--- src/rtl/key_sw_io_device_if.sv ---
// key_sw_io_device_if: data-memory bus between the memory stage (master) and key_sw_io_device (slave).
interface key_sw_io_device_if #(parameter int DBITS = 32);
  logic [DBITS-1:0] memaddr;
  logic [DBITS-1:0] wdata;
  logic [DBITS-1:0] rdata;
  logic re;
  logic we;
  logic hit;
  modport master(output memaddr, re, we, wdata, input hit, rdata);
  modport slave(input memaddr, re, we, wdata, output hit, rdata);
endinterface

--- src/rtl/key_sw_io_device.sv ---
// key_sw_io_device: synchronized, debounced KEY/SW data registers with sticky ready/overrun status.
// Define KEY_SW_IRQ_EN to enable the IE bits and the registered irq output.
module key_sw_io_device #(
  parameter int DBITS = 32,
  parameter logic [DBITS-1:0] ADDRKDATA = DBITS'(32'hFFFFF080),
  parameter logic [DBITS-1:0] ADDRKCTRL = DBITS'(32'hFFFFF084),
  parameter logic [DBITS-1:0] ADDRSDATA = DBITS'(32'hFFFFF090),
  parameter logic [DBITS-1:0] ADDRSCTRL = DBITS'(32'hFFFFF094),
  parameter int DEBOUNCE_CYCLES = 100000
) (
  input  logic clk,
  input  logic reset,
  input  logic [3:0] KEY,
  input  logic [9:0] SW,
  key_sw_io_device_if.slave bus,
  output logic irq
);
  localparam int CW = $clog2(DEBOUNCE_CYCLES) + 1;
  localparam logic [CW-1:0] LAST = CW'(DEBOUNCE_CYCLES - 1);
  logic [3:0] k1, k2, kp, kst;
  logic [9:0] s1, s2, sp, sst;
  logic [CW-1:0] kcnt, scnt;
  logic kr, ko, sr, so, kie, sie;
  logic kd, kc, sd, sc, kdread, sdread, kcwr, scwr, kcommit, scommit;
  logic unused_wdata;
  assign kd = bus.memaddr == ADDRKDATA;
  assign kc = bus.memaddr == ADDRKCTRL;
  assign sd = bus.memaddr == ADDRSDATA;
  assign sc = bus.memaddr == ADDRSCTRL;
  assign kdread = bus.re & kd;
  assign sdread = bus.re & sd;
  assign kcwr = bus.we & kc;
  assign scwr = bus.we & sc;
  // a commit fires on the edge the stable-run counter would reach DEBOUNCE_CYCLES
  assign kcommit = (k2 == kp) && (k2 != kst) && (kcnt == LAST);
  assign scommit = (s2 == sp) && (s2 != sst) && (scnt == LAST);
  assign bus.hit = kd | kc | sd | sc;
  assign bus.rdata = kd ? DBITS'(kst) :
                     kc ? DBITS'({kie, 1'b0, ko, 1'b0, kr}) :
                     sd ? DBITS'(sst) :
                     sc ? DBITS'({sie, 1'b0, so, 1'b0, sr}) : '0;
  always_ff @(posedge clk or posedge reset) begin
    if (reset) begin
      k1 <= '0;
      k2 <= '0;
      kp <= '0;
      kst <= '0;
      s1 <= '0;
      s2 <= '0;
      sp <= '0;
      sst <= '0;
      kcnt <= '0;
      scnt <= '0;
      kr <= 1'b0;
      ko <= 1'b0;
      sr <= 1'b0;
      so <= 1'b0;
    end else begin
      k1 <= ~KEY;
      k2 <= k1;
      kp <= k2;
      s1 <= SW;
      s2 <= s1;
      sp <= s2;
      kcnt <= (k2 != kp || k2 == kst || kcommit) ? '0 : kcnt + 1'b1;
      scnt <= (s2 != sp || s2 == sst || scommit) ? '0 : scnt + 1'b1;
      kst <= kcommit ? k2 : kst;
      sst <= scommit ? s2 : sst;
      kr <= kcommit | (kr & ~kdread);
      sr <= scommit | (sr & ~sdread);
      ko <= (kcommit & kr & ~kdread) | (ko & ~(kcwr & ~bus.wdata[2]));
      so <= (scommit & sr & ~sdread) | (so & ~(scwr & ~bus.wdata[2]));
    end
  end
`ifdef KEY_SW_IRQ_EN
  always_ff @(posedge clk or posedge reset) begin
    if (reset) begin
      kie <= 1'b0;
      sie <= 1'b0;
      irq <= 1'b0;
    end else begin
      kie <= kcwr ? bus.wdata[4] : kie;
      sie <= scwr ? bus.wdata[4] : sie;
      irq <= (kr & kie) | (sr & sie);
    end
  end
  assign unused_wdata = ^{bus.wdata[DBITS-1:5], bus.wdata[3], bus.wdata[1:0]};
`else
  assign kie = 1'b0;
  assign sie = 1'b0;
  assign irq = 1'b0;
  assign unused_wdata = ^{bus.wdata[DBITS-1:3], bus.wdata[1:0]};
`endif
endmodule
--- src/flat_wrapper.sv ---
// flat-port wrapper written by rule: the top's interface ports become plain ports
module key_sw_io_device_flat 
#(
  parameter int DBITS = 32,
  parameter logic [DBITS-1:0] ADDRKDATA = DBITS'(32'hFFFFF080),
  parameter logic [DBITS-1:0] ADDRKCTRL = DBITS'(32'hFFFFF084),
  parameter logic [DBITS-1:0] ADDRSDATA = DBITS'(32'hFFFFF090),
  parameter logic [DBITS-1:0] ADDRSCTRL = DBITS'(32'hFFFFF094),
  parameter int DEBOUNCE_CYCLES = 100000
)
  (clk, reset, KEY, SW, irq, bus_memaddr, bus_re, bus_we, bus_wdata, bus_hit, bus_rdata);
  key_sw_io_device_if #(.DBITS(DBITS)) bus_i ();
  input  logic clk;
  input  logic reset;
  input  logic [3:0] KEY;
  input  logic [9:0] SW;
  output logic irq;
  input wire logic [$bits(bus_i.memaddr)-1:0] bus_memaddr;
  input wire logic [$bits(bus_i.re)-1:0] bus_re;
  input wire logic [$bits(bus_i.we)-1:0] bus_we;
  input wire logic [$bits(bus_i.wdata)-1:0] bus_wdata;
  output wire logic [$bits(bus_i.hit)-1:0] bus_hit;
  output wire logic [$bits(bus_i.rdata)-1:0] bus_rdata;
  assign bus_i.memaddr = bus_memaddr;
  assign bus_i.re = bus_re;
  assign bus_i.we = bus_we;
  assign bus_i.wdata = bus_wdata;
  assign bus_hit = bus_i.hit;
  assign bus_rdata = bus_i.rdata;
  key_sw_io_device #(.DBITS(DBITS), .ADDRKDATA(ADDRKDATA), .ADDRKCTRL(ADDRKCTRL), .ADDRSDATA(ADDRSDATA), .ADDRSCTRL(ADDRSCTRL), .DEBOUNCE_CYCLES(DEBOUNCE_CYCLES)) u_core (.clk(clk), .reset(reset), .KEY(KEY), .SW(SW), .bus(bus_i), .irq(irq));
endmodule
--- config.mk ---
export PLATFORM = sky130hd
export DESIGN_NAME = key_sw_io_device_flat
export DESIGN_NICKNAME = d
export VERILOG_FILES = /design/src/rtl/key_sw_io_device_if.sv /design/src/rtl/key_sw_io_device.sv /design/src/flat_wrapper.sv
export SDC_FILE = /design/constraint.sdc
export NUM_CORES = 1
export LEC_CHECK = 0
export CAP_MARGIN = 10
export CORE_ASPECT_RATIO = 0.7
export CORE_MARGIN = 5
export CORE_UTILIZATION = 48
export DETAILED_ROUTE_END_ITERATION = 8
export PLACE_DENSITY = 0.8
export SYNTH_ARGS = -nofsm -noshare
export SYNTH_HDL_FRONTEND = slang
export SYNTH_SLANG_ARGS = --single-unit
--- constraint.sdc ---
create_clock -name clk -period 3.37 [get_ports clk]
set_input_delay 0.337 -clock clk [delete_from_list [all_inputs] [get_ports clk]]
set_output_delay 0.337 -clock clk [all_outputs]
set_load 0.01 [all_outputs]
# Word-level counts from Yosys, hierarchy flattened
# Index checks and enable logic that the tools add are counted.
[totals]
rom_bits = 0
latch_bits = 0
ff_bits = 96
wordCells = 71
mem_count = 0
ramBits = 0
[op_classes]
n_reduce_logical = 8
shifts = 0
n_mux = 6
addsub = 2
n_mul = 0
bitwise_logic = 27
n_lt_le_gt_ge = 0
n_eq_ne = 14
n_div = 0
[op_table]
columns = ["operator", "n"]
rows = [
  ["$eq A32 B32 Y1 const B", 4],
  ["$mux W32", 3],
  ["$add A18 B1 Y18 const B", 2],
  ["$eq A18 B17 Y1 const B", 2],
  ["$mux W18", 2],
  ["$eq A10 B10 Y1", 2],
  ["$ne A10 B10 Y1", 2],
  ["$and A1 B1 Y1", 14],
  ["$eq A4 B4 Y1", 2],
  ["$ne A4 B4 Y1", 2],
  ["$or A1 B1 Y1", 7],
  ["$not A1 Y1", 5],
  ["$logic_and A1 B1 Y1", 4],
  ["$logic_or A1 B1 Y1", 4],
  ["$not A4 Y4", 1],
  ["$mux W3", 1],
]

# Depth between registers and ports, before layout
# Gate-level depths: netlist of run 1.
[logic_depth]
depth_word = 6
mapped_depth = 7

# Least setup slack after synthesis of run 1
# Ideal clock, no wire load.
[synth_timing]
path_type = "register to register"
from = "reg u_core.scnt[12]"
to = "reg u_core.sst[2]"
arrival_time_ns = 1.761
setup_slack_ns = 1.484
required_time_ns = 3.245
path_stages_with_launch = 7
cell_sequence = "dfrtp_1 > or4_1 > nor3_2 > and4_1 > nand3_2 > buf_6 > mux2_4"
[synth_via]
elab_chain_len = 2
[synth_rtl]
columns = ["item", "line_no", "text"]
rows = [
  ["start: declaration", "key_sw_io_device.sv:22", "logic [CW-1:0] kcnt, scnt;"],
  ["start signal: assignment", "key_sw_io_device.sv:66", "scnt <= (s2 != sp || s2 == sst || scommit) ? '0 : scnt + 1'b1;"],
  ["$eq A18 B17 Y1", "key_sw_io_device.sv:36", "assign scommit = (s2 == sp) && (s2 != sst) && (scnt == LAST);"],
  ["$logic_and A1 B1 Y1", "key_sw_io_device.sv:36", ""],
  ["end signal: assignment", "key_sw_io_device.sv:68", "sst <= scommit ? s2 : sst;"],
  ["end: declaration", "key_sw_io_device.sv:21", "logic [9:0] s1, s2, sp, sst;"],
]
# Every way passes these cells.
# A chain may end at the register's enable or synchronous reset.

# Worst setup path after layout of run 1
[layout_timing]
from = "in bus_memaddr[30]"
to = "out bus_rdata[2]"
[layout_via]
elab_chain_len = 5
elab_cells_between_ends = 8
cone_classes = "4 x eq/ne; 4 x mux"
[layout_rtl]
columns = ["item", "line_no", "text"]
rows = [
  ["start: declaration", "flat_wrapper.sv:18", "input wire logic [$bits(bus_i.memaddr)-1:0] bus_memaddr;"],
  ["$eq A32 B32 Y1", "key_sw_io_device.sv:29", "assign sc = bus.memaddr == ADDRSCTRL;"],
  ["$mux W3", "key_sw_io_device.sv:41", "sc ? DBITS'({sie, 1'b0, so, 1'b0, sr}) : '0;"],
  ["$mux W32", "key_sw_io_device.sv:40", "sd ? DBITS'(sst) :"],
  ["$mux W32", "key_sw_io_device.sv:39", "kc ? DBITS'({kie, 1'b0, ko, 1'b0, kr}) :"],
  ["$mux W32 (*)", "key_sw_io_device.sv:38", "assign bus.rdata = kd ? DBITS'(kst) :"],
  ["end: declaration", "flat_wrapper.sv:23", "output wire logic [$bits(bus_i.rdata)-1:0] bus_rdata;"],
]
# Mark *: on every way between the ends. The rest lies on a longest branch, timed or not.

==> results.ini, run 1 <==
[die]
die_width_um=123
core_area_mm2=0.00858
rows=28
design.die.area_mm2=0.0109
io_pins=116
initial_utilization_pct=49.9
dieHeight_um=89.0

[yosys]
async_flop_share_pct=100
yosysWarnings=0
synthXorXnorAreaFrac_pct=11.9
synth-seq-cells=96
synth_edf_count=0
synth_fa_ha_area_share_pct=0.585
synth_top_family_by_area=simple AND/OR/NAND/NOR gates
yosysSeqAreaShare_pct=56.1
synthCells=368
synth_ff_type=dfrtp_1
synth_mux_area_share_pct=5.91
synth_simple_gate_area_share_pct=17.6
netlist_area_mm2=0.00428
synth_compound_area_share_pct=1.61
synth_cell_types=42
syn_area_per_cell_um2=11.6

[clock_tree]
cts_resized=0
hold_buffers=0
clkLatencyLatePin_ns=0.34
cts_sinks=96
cts_made_buffers=9
htree_levels=3
cts_root_buffer=clkbuf_16
cts_setup_buffers=0
clockBufferDepth=2
cts_tree=yes
path_clk_slew_ns=0.07

[sta]
drv_slew=0
fin_skew_ns=0.00699
setup_viol=0
setup-tns-final_ns=0
rsz0062_at_grt=no
hold_viol=0
fmax_ghz=0.345
worst_slew_pin_slew_ns=0.651
post-route-period-util_pct=86.1
timing.hold.ws_ns=0.345
min_period_ns=2.90
slew_headroom_pct=56.5

[power]
ir_drop_uv=257
switchingPower_mw=0.501
pwr_density_cell_mw_per_mm2=433
total_power_mw=2.25
power.static_leakage_nw=2.25
swShare_pct=22.2
p_comb_share_pct=6.0
p_clk_share_pct=40.8
p_seq_share_pct=53.2
power.internal_mw=1.75

[finish]
fill_cells=681
drive_above_1_share_pct=9.36
final_cell_mix=96 x dfrtp_1, 61 x clkdlybuf4s50_1, 41 x nor2_1
fin_nets=517
area_delta_synth_final_pct=21.7
antenna_cells=0
multi_input_area_mm2=0.00169
regArea_mm2=0.00240
layout_commonest_cell=dfrtp_1
finalNonFillerCells=558

[worst_setup_path]
cp_slowest_cell=clkdlybuf4s50_1
worstPathArrival_ns=2.57
crit_top_cell=clkdlybuf4s50_1
cpPeakStageDelay_ns=0.57
r2r_slack_ns=1.09
critical_path_class=in -> out
cp-start-kind=input pin
cp_max_fo=5
cp-end-kind=output port
crit_chain=clkdlybuf4s50_1, nand4bb_1, nor4_1, nand4_1, buf_4, nor2b_1, clkdlybuf4s50_1
worstPathRequired_ns=3.03

[grt]
grt_max_degree=97
grt_pass1_vias=2767
grt_pass1_wl_mm=13.3
antenna_found_initial=0
overflow=0
grt_usage_pct=15.8

[hold_path]
hold_class=reg -> reg

[routing]
routed_via_density=4.98
drc_errors=0
routedWlPerCell_um=14.7
routed_wl_mm=8.23
drtAntennaViolNets=0
dr.pass1.iters=4
dr.first_iter.drc_count=160
vias=2779

[run]
drv_cap=0

[placement]
place.gp.congestion=0.800
hpwl_mm=6.09
io_buffers=61
dp.cells=542

[status]
outcome=complete, no violations

==> layer usage <==
layer | vias up | wire (um) | GRT usage (%)
li1 | 1332 | - | -
met1 | 1340 | 3820 | 21.5
met2 | 101 | 3570 | 24.4
met3 | 6 | 767 | 4.87
met4 | 0 | 69 | 4.78
met5 | - | 0 | 0
==> registers in the layout (all words and copies together), names as in the netlist <==
| signal | count |
|---|---|
| u_core.k2 | 4 |
| u_core.s1 | 10 |
| u_core.s2 | 10 |
| u_core.kr | 1 |
| u_core.scnt | 18 |
| u_core.kst | 4 |
| u_core.sst | 10 |
| u_core.kcnt | 18 |
| u_core.kp | 4 |
| u_core.sr | 1 |
| u_core.sp | 10 |
| u_core.ko | 1 |
| u_core.k1 | 4 |
| u_core.so | 1 |
==> cells in the mapped netlist (4+ instances only) <==
cell | number | area share, %
dfrtp_1 | 96 | 56
nor2_1 | 41 | 3.6
xor2_1 | 36 | 7.4
buf_4 | 25 | 4.4
xnor2_1 | 22 | 4.5
nand2_1 | 17 | 1.5
nand4_1 | 15 | 2.2
nand3_1 | 13 | 1.5
inv_1 | 11 | 0.96
mux2_4 | 8 | 2.8
and3_1 | 7 | 1.0
nor4_1 | 7 | 1.0
and2_1 | 6 | 0.88
mux2_2 | 6 | 1.6
nor3_1 | 6 | 0.70
clkbuf_1 | 4 | 0.35
==> cells by family (layout without fill, tap and decap cells) <==
group	after synthesis	count (layout)
buffers and inverters	43	91
other	1	23
multiplexers	18	18
flip-flops	96	96
adder cells (fa/ha/maj)	2	2
XOR/XNOR	58	58
AND/OR/NAND/NOR	139	139
AO/OA/AOI/OAI	11	11
==> cell type report <==
cell class	instances	area share, %
Timing Repair Buffer	64	12.4
Multi-Input combinational cell	251	32.5
Clock buffer	10	4.40
Inverter	11	0.817
Sequential cell	96	46.1
Clock inverter	6	0.841
Tap cell	120	2.88
==> stage by stage <==
| stage | util (%) | instance area [um2] | setup WS, ns |
|---|---|---|---|
| floorplan | - | 4360 | 0.528 |
| global placement | 57.5 | 4930 | 0.538 |
| finish | 60.7 | 5210 | 0.467 |
| global route | 60.7 | 5210 | 0.364 |
| CTS | 60.7 | 5210 | 0.458 |
| detailed placement | 57.5 | 4930 | 0.459 |
==> power by group through the flow <==
stage                     logic [mW]  clock network [mW]  registers (mW)
final                          0.135               0.920            1.20
after global placement         0.134                   0            1.22
after global routing           0.150               0.991            1.20
after CTS                      0.136               0.948            1.20
after detailed placement       0.136                   0            1.22
after floorplan               0.0831                   0            1.21
==> worst max-delay path, delay by kind of cell <==
kind	cells	cell delay, ns
buf+inv	3	1.30
simple gates	4	0.91
==> final timing paths <==
kind,start,end,cells after the start
min reg2reg,u_core.s1[0]$_DFF_PP0_,u_core.s2[0]$_DFF_PP0_,0
min,u_core.s1[0]$_DFF_PP0_,u_core.s2[0]$_DFF_PP0_,0
max,bus_memaddr[30],bus_rdata[2],7
min in group asynchronous,reset,u_core.k1[3]$_DFF_PP0_,3
max reg2reg,u_core.scnt[0]$_DFF_PP0_,u_core.sst[2]$_DFFE_PP0P_,6
max in group asynchronous,reset,u_core.s1[0]$_DFF_PP0_,3
(Power assumes the default switching activity.)
==> run 2, diff against run 1 <==
--- a/config.mk
+++ b/config.mk
@@ -9,6 +9,7 @@
 export CORE_ASPECT_RATIO = 0.7
 export CORE_MARGIN = 5
 export CORE_UTILIZATION = 48
+export CTS_CLUSTER_DIAMETER = 150
 export DETAILED_ROUTE_END_ITERATION = 8
 export PLACE_DENSITY = 0.8
 export SYNTH_ARGS = -nofsm -noshare
==> results of run 2 <==
Final layout, timing and power as in run 1 (identical DEF).
